--- config.mk ---
export PLATFORM = sky130hd
export DESIGN_NAME = axis_width_conv
export DESIGN_NICKNAME = d
export VERILOG_FILES = /design/src/rtl/axis_width_conv.sv
export SDC_FILE = /design/constraint.sdc
export NUM_CORES = 1
export LEC_CHECK = 0
export ABC_AREA = 1
export CORE_AREA = 3 3 128 68
export DETAILED_ROUTE_END_ITERATION = 7
export DIE_AREA = 0 0 131 71
export MAX_ROUTING_LAYER = met4
export PLACE_DENSITY = 0.52
export SETUP_SLACK_MARGIN = 0.4
export SLEW_MARGIN = 10
export SYNTH_ARGS = -nofsm -noshare
export SYNTH_HDL_FRONTEND = slang
export SYNTH_SLANG_ARGS = --single-unit
--- constraint.sdc ---
create_clock -name clk -period 2.1 [get_ports clk]
set_clock_uncertainty 0.2 [all_clocks]
set_input_delay 0.21 -clock clk [delete_from_list [all_inputs] [get_ports clk]]
set_output_delay 0.21 -clock clk [all_outputs]
set_load 0.02 [all_outputs]
--- src/rtl/axis_width_conv.sv ---
// AXI-Stream word-width converter: upsizes, downsizes or register-slices by an integer ratio.
// Define AXIS_WC_ASSERT_EN to compile in the protocol checkers.
module axis_width_conv #(
    parameter int WORD_W   = 8,
    parameter int RX_WORDS = 1,
    parameter int TX_WORDS = 4
) (
    input  logic                         clk,
    input  logic                         rstn,
    input  logic                         rx_valid,
    output logic                         rx_ready,
    input  logic [RX_WORDS*WORD_W-1:0]   rx_data,
    input  logic [RX_WORDS-1:0]          rx_keep,
    input  logic                         rx_last,
    output logic                         tx_valid,
    input  logic                         tx_ready,
    output logic [TX_WORDS*WORD_W-1:0]   tx_data,
    output logic [TX_WORDS-1:0]          tx_keep,
    output logic                         tx_last
);
    localparam int RXW = RX_WORDS * WORD_W;
    localparam int TXW = TX_WORDS * WORD_W;

    logic           tx_valid_q, tx_valid_d;
    logic [TXW-1:0] tx_data_q, tx_data_d;
    logic [TX_WORDS-1:0] tx_keep_q, tx_keep_d;
    logic           tx_last_q, tx_last_d;

    always_ff @(posedge clk or negedge rstn) begin
        if (!rstn) begin
            tx_valid_q <= 1'b0;
            tx_data_q  <= '0;
            tx_keep_q  <= '0;
            tx_last_q  <= 1'b0;
        end else begin
            tx_valid_q <= tx_valid_d;
            tx_data_q  <= tx_data_d;
            tx_keep_q  <= tx_keep_d;
            tx_last_q  <= tx_last_d;
        end
    end

    assign tx_valid = tx_valid_q;
    assign tx_data  = tx_data_q;
    assign tx_keep  = tx_keep_q;
    assign tx_last  = tx_last_q;

    if ((RX_WORDS % TX_WORDS != 0) && (TX_WORDS % RX_WORDS != 0)) begin : g_bad_ratio
        $error("axis_width_conv: RX_WORDS and TX_WORDS must divide one another");
    end

    if (RX_WORDS == TX_WORDS) begin : g_equal
        assign rx_ready = rstn & (!tx_valid_q | tx_ready);

        always_comb begin
            tx_valid_d = tx_valid_q;
            tx_data_d  = tx_data_q;
            tx_keep_d  = tx_keep_q;
            tx_last_d  = tx_last_q;
            if (tx_valid_q && tx_ready) tx_valid_d = 1'b0;
            if (rx_valid && rx_ready) begin
                tx_valid_d = 1'b1;
                tx_data_d  = rx_data;
                tx_keep_d  = rx_keep;
                tx_last_d  = rx_last;
            end
        end
    end else if (TX_WORDS > RX_WORDS) begin : g_up
        localparam int R  = TX_WORDS / RX_WORDS;
        localparam int CW = (R > 1) ? $clog2(R) : 1;
        logic [CW-1:0] cnt_q, cnt_d;

        always_ff @(posedge clk or negedge rstn) begin
            if (!rstn) cnt_q <= '0;
            else       cnt_q <= cnt_d;
        end

        assign rx_ready = rstn & (!tx_valid_q | tx_ready);

        // The tx register doubles as the accumulator; it is cleared when a beat leaves.
        always_comb begin
            tx_valid_d = tx_valid_q;
            tx_data_d  = tx_data_q;
            tx_keep_d  = tx_keep_q;
            tx_last_d  = tx_last_q;
            cnt_d      = cnt_q;
            if (tx_valid_q && tx_ready) begin
                tx_valid_d = 1'b0;
                tx_data_d  = '0;
                tx_keep_d  = '0;
                tx_last_d  = 1'b0;
            end
            if (rx_valid && rx_ready) begin
                tx_data_d[int'(cnt_q)*RXW +: RXW]           = rx_data;
                tx_keep_d[int'(cnt_q)*RX_WORDS +: RX_WORDS] = rx_keep;
                if (cnt_q == CW'(R-1) || rx_last) begin
                    tx_valid_d = 1'b1;
                    tx_last_d  = rx_last;
                    cnt_d      = '0;
                end else begin
                    cnt_d = cnt_q + 1'b1;
                end
            end
        end
    end else begin : g_down
        localparam int R  = RX_WORDS / TX_WORDS;
        localparam int SW = (R > 1) ? $clog2(R) : 1;
        logic [RXW-1:0]      hold_data_q, hold_data_d;
        logic [RX_WORDS-1:0] hold_keep_q, hold_keep_d;
        logic                hold_last_q, hold_last_d;
        logic [SW-1:0]       sel_q, sel_d;
        int                  nxt, nxt_after, rx_first, rx_after;
        logic                fin;

        // Index of the first slice at or after start with any kept word; R means none.
        function automatic int first_slice(input logic [RX_WORDS-1:0] k, input int start);
            int r;
            r = R;
            for (int j = R - 1; j >= 0; j--)
                if (j >= start && |k[j*TX_WORDS +: TX_WORDS]) r = j;
            return r;
        endfunction

        always_ff @(posedge clk or negedge rstn) begin
            if (!rstn) begin
                hold_data_q <= '0;
                hold_keep_q <= '0;
                hold_last_q <= 1'b0;
                sel_q       <= '0;
            end else begin
                hold_data_q <= hold_data_d;
                hold_keep_q <= hold_keep_d;
                hold_last_q <= hold_last_d;
                sel_q       <= sel_d;
            end
        end

        always_comb begin
            nxt       = first_slice(hold_keep_q, int'(sel_q) + 1);
            nxt_after = first_slice(hold_keep_q, nxt + 1);
            rx_first  = first_slice(rx_keep, 0);
            rx_after  = first_slice(rx_keep, rx_first + 1);
            fin       = (nxt == R);
        end

        assign rx_ready = rstn & (!tx_valid_q | (tx_ready & fin));

        always_comb begin
            tx_valid_d  = tx_valid_q;
            tx_data_d   = tx_data_q;
            tx_keep_d   = tx_keep_q;
            tx_last_d   = tx_last_q;
            hold_data_d = hold_data_q;
            hold_keep_d = hold_keep_q;
            hold_last_d = hold_last_q;
            sel_d       = sel_q;
            if (tx_valid_q && tx_ready) begin
                if (!fin) begin
                    tx_data_d = hold_data_q[nxt*TXW +: TXW];
                    tx_keep_d = hold_keep_q[nxt*TX_WORDS +: TX_WORDS];
                    tx_last_d = hold_last_q && (nxt_after == R);
                    sel_d     = SW'(nxt);
                end else begin
                    tx_valid_d = 1'b0;
                    tx_data_d  = '0;
                    tx_keep_d  = '0;
                    tx_last_d  = 1'b0;
                end
            end
            // Empty beats only survive when they carry the packet end.
            if (rx_valid && rx_ready) begin
                if (rx_first != R) begin
                    tx_valid_d  = 1'b1;
                    tx_data_d   = rx_data[rx_first*TXW +: TXW];
                    tx_keep_d   = rx_keep[rx_first*TX_WORDS +: TX_WORDS];
                    tx_last_d   = rx_last && (rx_after == R);
                    sel_d       = SW'(rx_first);
                    hold_data_d = rx_data;
                    hold_keep_d = rx_keep;
                    hold_last_d = rx_last;
                end else if (rx_last) begin
                    tx_valid_d  = 1'b1;
                    tx_data_d   = '0;
                    tx_keep_d   = '0;
                    tx_last_d   = 1'b1;
                    hold_keep_d = '0;
                    hold_last_d = 1'b1;
                    sel_d       = '0;
                end
            end
        end
    end

`ifdef AXIS_WC_ASSERT_EN
    a_rx_hold: assert property (@(posedge clk) disable iff (!rstn)
        rx_valid && !rx_ready |=> rx_valid && $stable(rx_data) && $stable(rx_keep) && $stable(rx_last))
        else $error("axis_width_conv: rx beat changed or withdrawn before handshake");

    a_rx_keep_contig: assert property (@(posedge clk) disable iff (!rstn)
        rx_valid |-> ((rx_keep + 1'b1) & rx_keep) == '0)
        else $error("axis_width_conv: rx_keep not low-aligned contiguous");

    a_tx_hold: assert property (@(posedge clk) disable iff (!rstn)
        tx_valid && !tx_ready |=> tx_valid)
        else $error("axis_width_conv: tx_valid dropped without tx_ready");

    if (TX_WORDS > RX_WORDS) begin : g_up_chk
        a_rx_keep_full: assert property (@(posedge clk) disable iff (!rstn)
            rx_valid && !rx_last |-> &rx_keep)
            else $error("axis_width_conv: partial rx_keep on non-last beat");
    end
`endif
endmodule

==> out/results.tsv, run 1 <==
metric	value	unit
grt_pass1_vias	1998	
required	1.69	ns
cp_cell_sequence	clkdlybuf4s50_1	
synth_top_area_cell	dfrtp_1	
via_count	2121	
setup_violations	0	
vias_per_cell	4.12	
io_buffers	52	
clk_latency	0.29	ns
ys_seq_area_share	43.7	%
area.growth.synth_to_final	42.9	%
clkTransAtPathRegs	0.06	ns
rsz0062_at_grt	yes	
grt_pass1_wl	10500	um
fin_crit_sh	79.0	%
worst_setup_path_start_kind	register	
worst_r2r_path_depth	6	
crit_family	buffers and inverters	
cts_max_path_buffers	2	
max-vdd-ir-drop	0.365	mV
slowest_delay	0.60	ns
drtPass1Iterations	4	
cts_tree	done	
grt-ovfl-total	0	
synth_top_area_share	43.7	%
end_kind	primary output	
fp.dieW	131	um
yosysUniqueCellTypes	16	
powerDensity	792	nW/um^2
yosysWarnings	0	
wl_per_cell	13.0	um
p_leak	0.00181	uW
antenna_found_initial	0	
cts-root-buf	clkbuf_16	
routed_wl	6690	um
post-place-ws	0.118	ns
io_pins	53	
synth_flop_cell	dfrtp_1	
track_usage	15.4	%
worstReg2RegStart	g_up.cnt_q[1]	
critPathMaxFanout	2	
die_area	9300	sq um
crit_slowest_cell	clkdlybuf4s50_1	
crit_buf_inv	1	
hold_viol_final	8	
slew-limit-headroom	63.4	%
nFillCells	803	
crit_arrival	1.25	ns
htreeDepth	2	
yosys.cell_count.top_type	nand2_1	
drive_gt1_share	10.2	%
maxCapViolations	0	
tightest_slew	0.547	ns
hp-class	in -> async	
max_freq	603	MHz
async_reset_ff_share	100	%
ys_seq_elements	40	
finalHoldWorstSlack	-0.0121	ns
syn_nets	356	
fin_setup_tns	0	ns
antennaDiodeCount	0	
std_cell_rows	23	
crit_type	reg -> out	
nets	422	
synth_edf_count	0	
drc	0	
slew_violations	0	
numCtsBuffers	5	
violations	negative hold slack	
fp.dieH	71	um
layout_setup_ws	0.441	ns
synth.avg_cell_area	6.82	sq um
initial_utilization	29.4	%
final_core_util	42.0	%
syn_area	2290	sq um
min_period	1.66	ns
netlist_instances	336	
synth_common_cells	126 x nand2_1, 77 x nor2_1, 52 x inv_1	
netlist_top_cells_area	dfrtp_1 44%, nand2_1 21%, nor2_1 13%	
gp_congestion	0.854	
place_hpwl	4750	um
total_power	2590	uW
clock_sinks	40	
initialDrtViolationCount	90	
grt_max_degree	30	
core_area	7800	sq um
status	complete, but fails checks	
r2r_slack	0.47	ns
ant_nets	0	
reg2reg_to	tx_data[24]	
## cell usage in the layout, fill, tap and decap left out
cell             synthesis  routed
and2_1                   1       1
buf_12                   0       2
buf_2                    7       1
buf_4                    0      12
bufinv_16                0       1
clkbuf_16                0       5
clkbuf_2                 0       1
clkbuf_8                 0       2
clkdlybuf4s50_1          0      39
dfrtp_1                 40      39
dfrtp_2                  0       1
dlygate4sd2_1            0       2
dlygate4sd3_1            0       1
dlymetal6s2s_1           0       9
ha_1                     6       5
ha_4                     0       1
inv_1                   52      50
inv_2                    3       5
nand2_1                126     124
nand2_2                  0       2
nand2_4                  1       1
nand3_1                  8       6
nand3_2                  0       2
nand3_4                  1       1
nand4_1                  5       5
nor2_1                  77      77
nor2_8                   4       4
o21ai_1                  3       3
or2_1                    1       1
## worst max path at each step
stage / from / to / slack, ns / cells past startpoint
after floorplan: g_up.cnt_q[0] / tx_data[24] / 0.45 / 7
after global placement: tx_ready / rx_ready / 0.11 / 5
after detailed placement: tx_ready / rx_ready / 0.12 / 5
after CTS: tx_ready / rx_ready / 0.38 / 5
after global routing: g_up.cnt_q[1] / tx_data[5] / 0.36 / 8
final: tx_data[4] / tx_data[4] / 0.44 / 1
## kinds of logic (layout without fill, tap and decap cells)
logic type	Yosys count	after routing	share of synthesized area, %
adder cells (fa/ha/maj)	6	6	3.28
AND/OR/NAND/NOR	224	224	41.7
buffers and inverters	63	130	10.7
AO/OA/AOI/OAI	3	3	0.655
flip-flops	40	40	43.7
## flip-flops by register name, indices dropped and copies added (netlist names)
signal      count
tx_keep         4
tx_last         1
tx_data        32
tx_valid        1
g_up.cnt_q      2
## per-stage QoR
stage / area [sq um] / instances
after floorplan: 2300 / 336
after global placement: 2990 / 500
after detailed placement: 2990 / 500
after CTS: 3180 / 509
after global routing: 3270 / 515
final: 3270 / 515
## layer usage
layer | vias to the layer above | GRT usage [%] | wire (um) | part of all wire [%]
met3 | 5 | 4.75 | 465 | 7.0
met2 | 60 | 18.9 | 2550 | 38
li1 | 1110 | - | - | -
met1 | 946 | 24.4 | 3620 | 54
met5 | - | - | 0 | 0
met4 | 0 | 2.74 | 55 | 0.82
## timing repair
action | in CTS | in global routing
pin swaps | 0 | 3
setup endpoints to repair | 3 | 46
hold buffers | 1 | 0
hold endpoints to repair | 11 | 0
buffers inserted | 0 | 6
gates resized for setup | 3 | 18
## final cells by class
cell class | instances | area [sq um] | share of cell area [%]
clock inverter | 1 | 30.0 | 0.917
multi-input combinational | 233 | 1070 | 32.7
tap | 112 | 140 | 4.28
clock buffer | 7 | 153 | 4.66
sequential | 40 | 1000 | 30.6
inverter | 55 | 206 | 6.30
timing repair buffer | 67 | 671 | 20.5
## power by group
part	switching (uW)	leakage (uW)	internal, uW
Clock	312	0.0000901	626
Sequential	41.6	0.000549	835
Combinational	481	0.00118	299
Total	835	0.00181	1760
No activity file was read; power rests on OpenSTA's default activity.
==> inputs of run 2 (changes only) <==
==> constraint.sdc (replaced) <==
create_clock -name clk -period 1.55 [get_ports clk]
set_clock_uncertainty 0.2 [all_clocks]
set_input_delay 0.155 -clock clk [delete_from_list [all_inputs] [get_ports clk]]
set_output_delay 0.155 -clock clk [all_outputs]
set_load 0.02 [all_outputs]
==> out/results.tsv, run 2 (synthesis gave the netlist of run 1 again) <==
metric	value	unit	change
status	finished clean		was complete, but fails checks
slew-limit-headroom	50.3	%	was 63.4%
cts_max_path_buffers	2		unchanged
internal-power	2330	uW	was 1760 uW
largest_reg_flops	32		unchanged
grt_pass1_wl	11400	um	was 10,500 um
final_core_util	46.7	%	was 42.0%
routed_wl	7240	um	was 6690 um
crit_type	reg -> reg		was reg -> out
core_area	7800	sq um	unchanged
wl_per_cell	13.4	um	was 13.0 um
via_count	2289		was 2,121
worst_setup_path_start_kind	register		unchanged
track_usage	16.6	%	was 15.4%
hold_viol_final	0		was 8
maxCapViolations	0		unchanged
vias_per_cell	4.25		was 4.12
initialDrtViolationCount	122		was 90
hp-class	in -> async		unchanged
max_freq	657	MHz	
path_common_cell	nand2_1		
final_cell_mix	123 x nand2_1, 63 x nor2_1, 48 x inv_1		was 124 x nand2_1, 77 x nor2_1, 50 x inv_1
clk_latency	0.29	ns	about the same
crit_family	simple AND/OR/NAND/NOR gates		was buffers and inverters
p_leak	0.00191	uW	was 0.00181 uW
total_power	3640	uW	was 2590 uW
numCtsBuffers	5		unchanged
grt-ovfl-total	0		unchanged
area.growth.synth_to_final	59.0	%	was 42.9%
final_area	3640	sq um	was 3270 sq um
gp_congestion	0.847		was 0.854
antennaDiodeCount	0		unchanged
place_inst	512		was 500
power_switching	1300	uW	was 835 uW
drive_gt1_share	28.8	%	was 10.2%
cp_cell_sequence	inv_4 -> ha_4 -> or2_4 -> nor2_1 -> nand2_1 -> nand2_1		was clkdlybuf4s50_1
placed_area	3150	sq um	was 2990 sq um
post-place-ws	-0.279	ns	was 0.118 ns
rsz0062_at_grt	yes		unchanged
swShare	35.9	%	was 32.2%
initial_utilization	29.4	%	unchanged
cts_tree	done		unchanged
tightest_slew	0.745	ns	was 0.547 ns
end_kind	register		was primary output
place_hpwl	4970	um	was 4750 um
grt_max_degree	26		was 30
layout_commonest_cell	nand2_1		unchanged
required	1.59	ns	was 1.69 ns
cts-root-buf	clkbuf_16		unchanged
seqPwrFrac	32.9	%	was 33.8%
setup_violations	0		unchanged
drtPass1Iterations	4		unchanged
clkPwrFrac	28.6	%	was 36.1%
combPwrFrac	38.5	%	was 30.1%
clkTransAtPathRegs	0.06	ns	about the same
max-vdd-ir-drop	0.423	mV	was 0.365 mV
std_cell_rows	23		unchanged
fp.dieW	131	um	unchanged
powerDensity	998	nW/um^2	was 792 nW/um^2
min_period	1.52	ns	
slowest_delay	0.43	ns	was 0.60 ns
slew_violations	0		unchanged
layout_setup_ws	0.0280	ns	was 0.441 ns
io_buffers	52		unchanged
nets	446		was 422
crit_arrival	1.56	ns	was 1.25 ns
antenna_found_initial	0		unchanged
grt_pass1_vias	2223		was 1,998
final_cells	539		was 515
htreeDepth	2		unchanged
drc	0		unchanged
die_area	9300	sq um	unchanged
fp.dieH	71	um	unchanged
io_pins	53		unchanged
critPathMaxFanout	9		was 2
clock_sinks	40		unchanged
fin_crit_sh	98.2	%	
ant_nets	0		unchanged
crit_slowest_cell	dfrtp_2		was clkdlybuf4s50_1
crit_buf_inv	1		unchanged
==> run 2: cell count changes in the layout (fill, tap and decap cells not counted), moves of 3 or more <==
cell	previous run	this run
buf_6	0	43
clkdlybuf4s50_1	39	11
nor2_1	77	63
nor2_2	0	12
buf_4	12	23
dlymetal6s2s_1	9	2
inv_4	0	4
buf_12	2	5
nor2_4	0	3
==> run 2: layout make-up <==
type,instances,area (sq um)
clock buffers,5,125
clock inverters,3,18.8
fillers,794,4160
inverters,55,216
multi-input cells,235,1160
flip-flops and latches,40,1000
well taps,112,140
repair buffers,89,977
==> run 2: worst paths after layout <==
path / from / to / slack, ns / cells past startpoint
hold / removal: rstn / tx_data[16] / 0.06 / 3
max in group asynchronous: rstn / tx_data[28] / 0.51 / 3
setup reg to reg: g_up.cnt_q[0] / tx_data[27] / 0.03 / 6
hold reg to reg: tx_data[17] / tx_data[17] / 0.41 / 4
min in group clk: rstn / tx_last / 0.19 / 5
setup / recovery: g_up.cnt_q[0] / tx_data[27] / 0.03 / 6
==> run 2: per-layer routing <==
layer	global-route usage, %	part of all wire, %	vias to the layer above
met1	25.9	56	1063
met2	21.1	38	59
met5	-	0	-
li1	-	-	1162
met3	4.00	5.3	5
met4	3.76	0.77	0
==> run 2: what timing repair did <==
action | in CTS | in global routing
gates cloned | 4 | 1
hold buffers | 2 | 0
endpoints found under the hold margin | 40 | 0
resized for setup | 249 | 18
endpoints found under the setup margin | 79 | 94
buffers inserted | 6 | 6
pin swaps | 5 | 0
==> run 2: power by group through the flow <==
stage	registers [uW]	logic [uW]	clock network, uW
CTS	1200	1310	1070
floorplan	1300	592	0
finish	1200	1400	1040
global route	1210	1520	1090
detailed placement	1200	1150	0
global placement	1200	1140	0
==> run 2: stage by stage <==
stage | setup TNS, ns | hold slack, ns
2_1_floorplan | 0 | -0.341
3_3_place_gp | -4.53 | 0.00900
3_5_place_dp | -5.46 | 0.00106
4_1_cts | 0 | 0.141
5_1_grt | -0.482 | 0.0973
6_report | 0 | 0.0581
==> run 2: worst reg2reg max path, stage by stage (launching register included) <==
cell     delay (ns)
dfrtp_2        0.43
inv_4          0.08
ha_4           0.23
or2_4          0.30
nor2_1         0.11
nand2_1        0.06
nand2_1        0.05
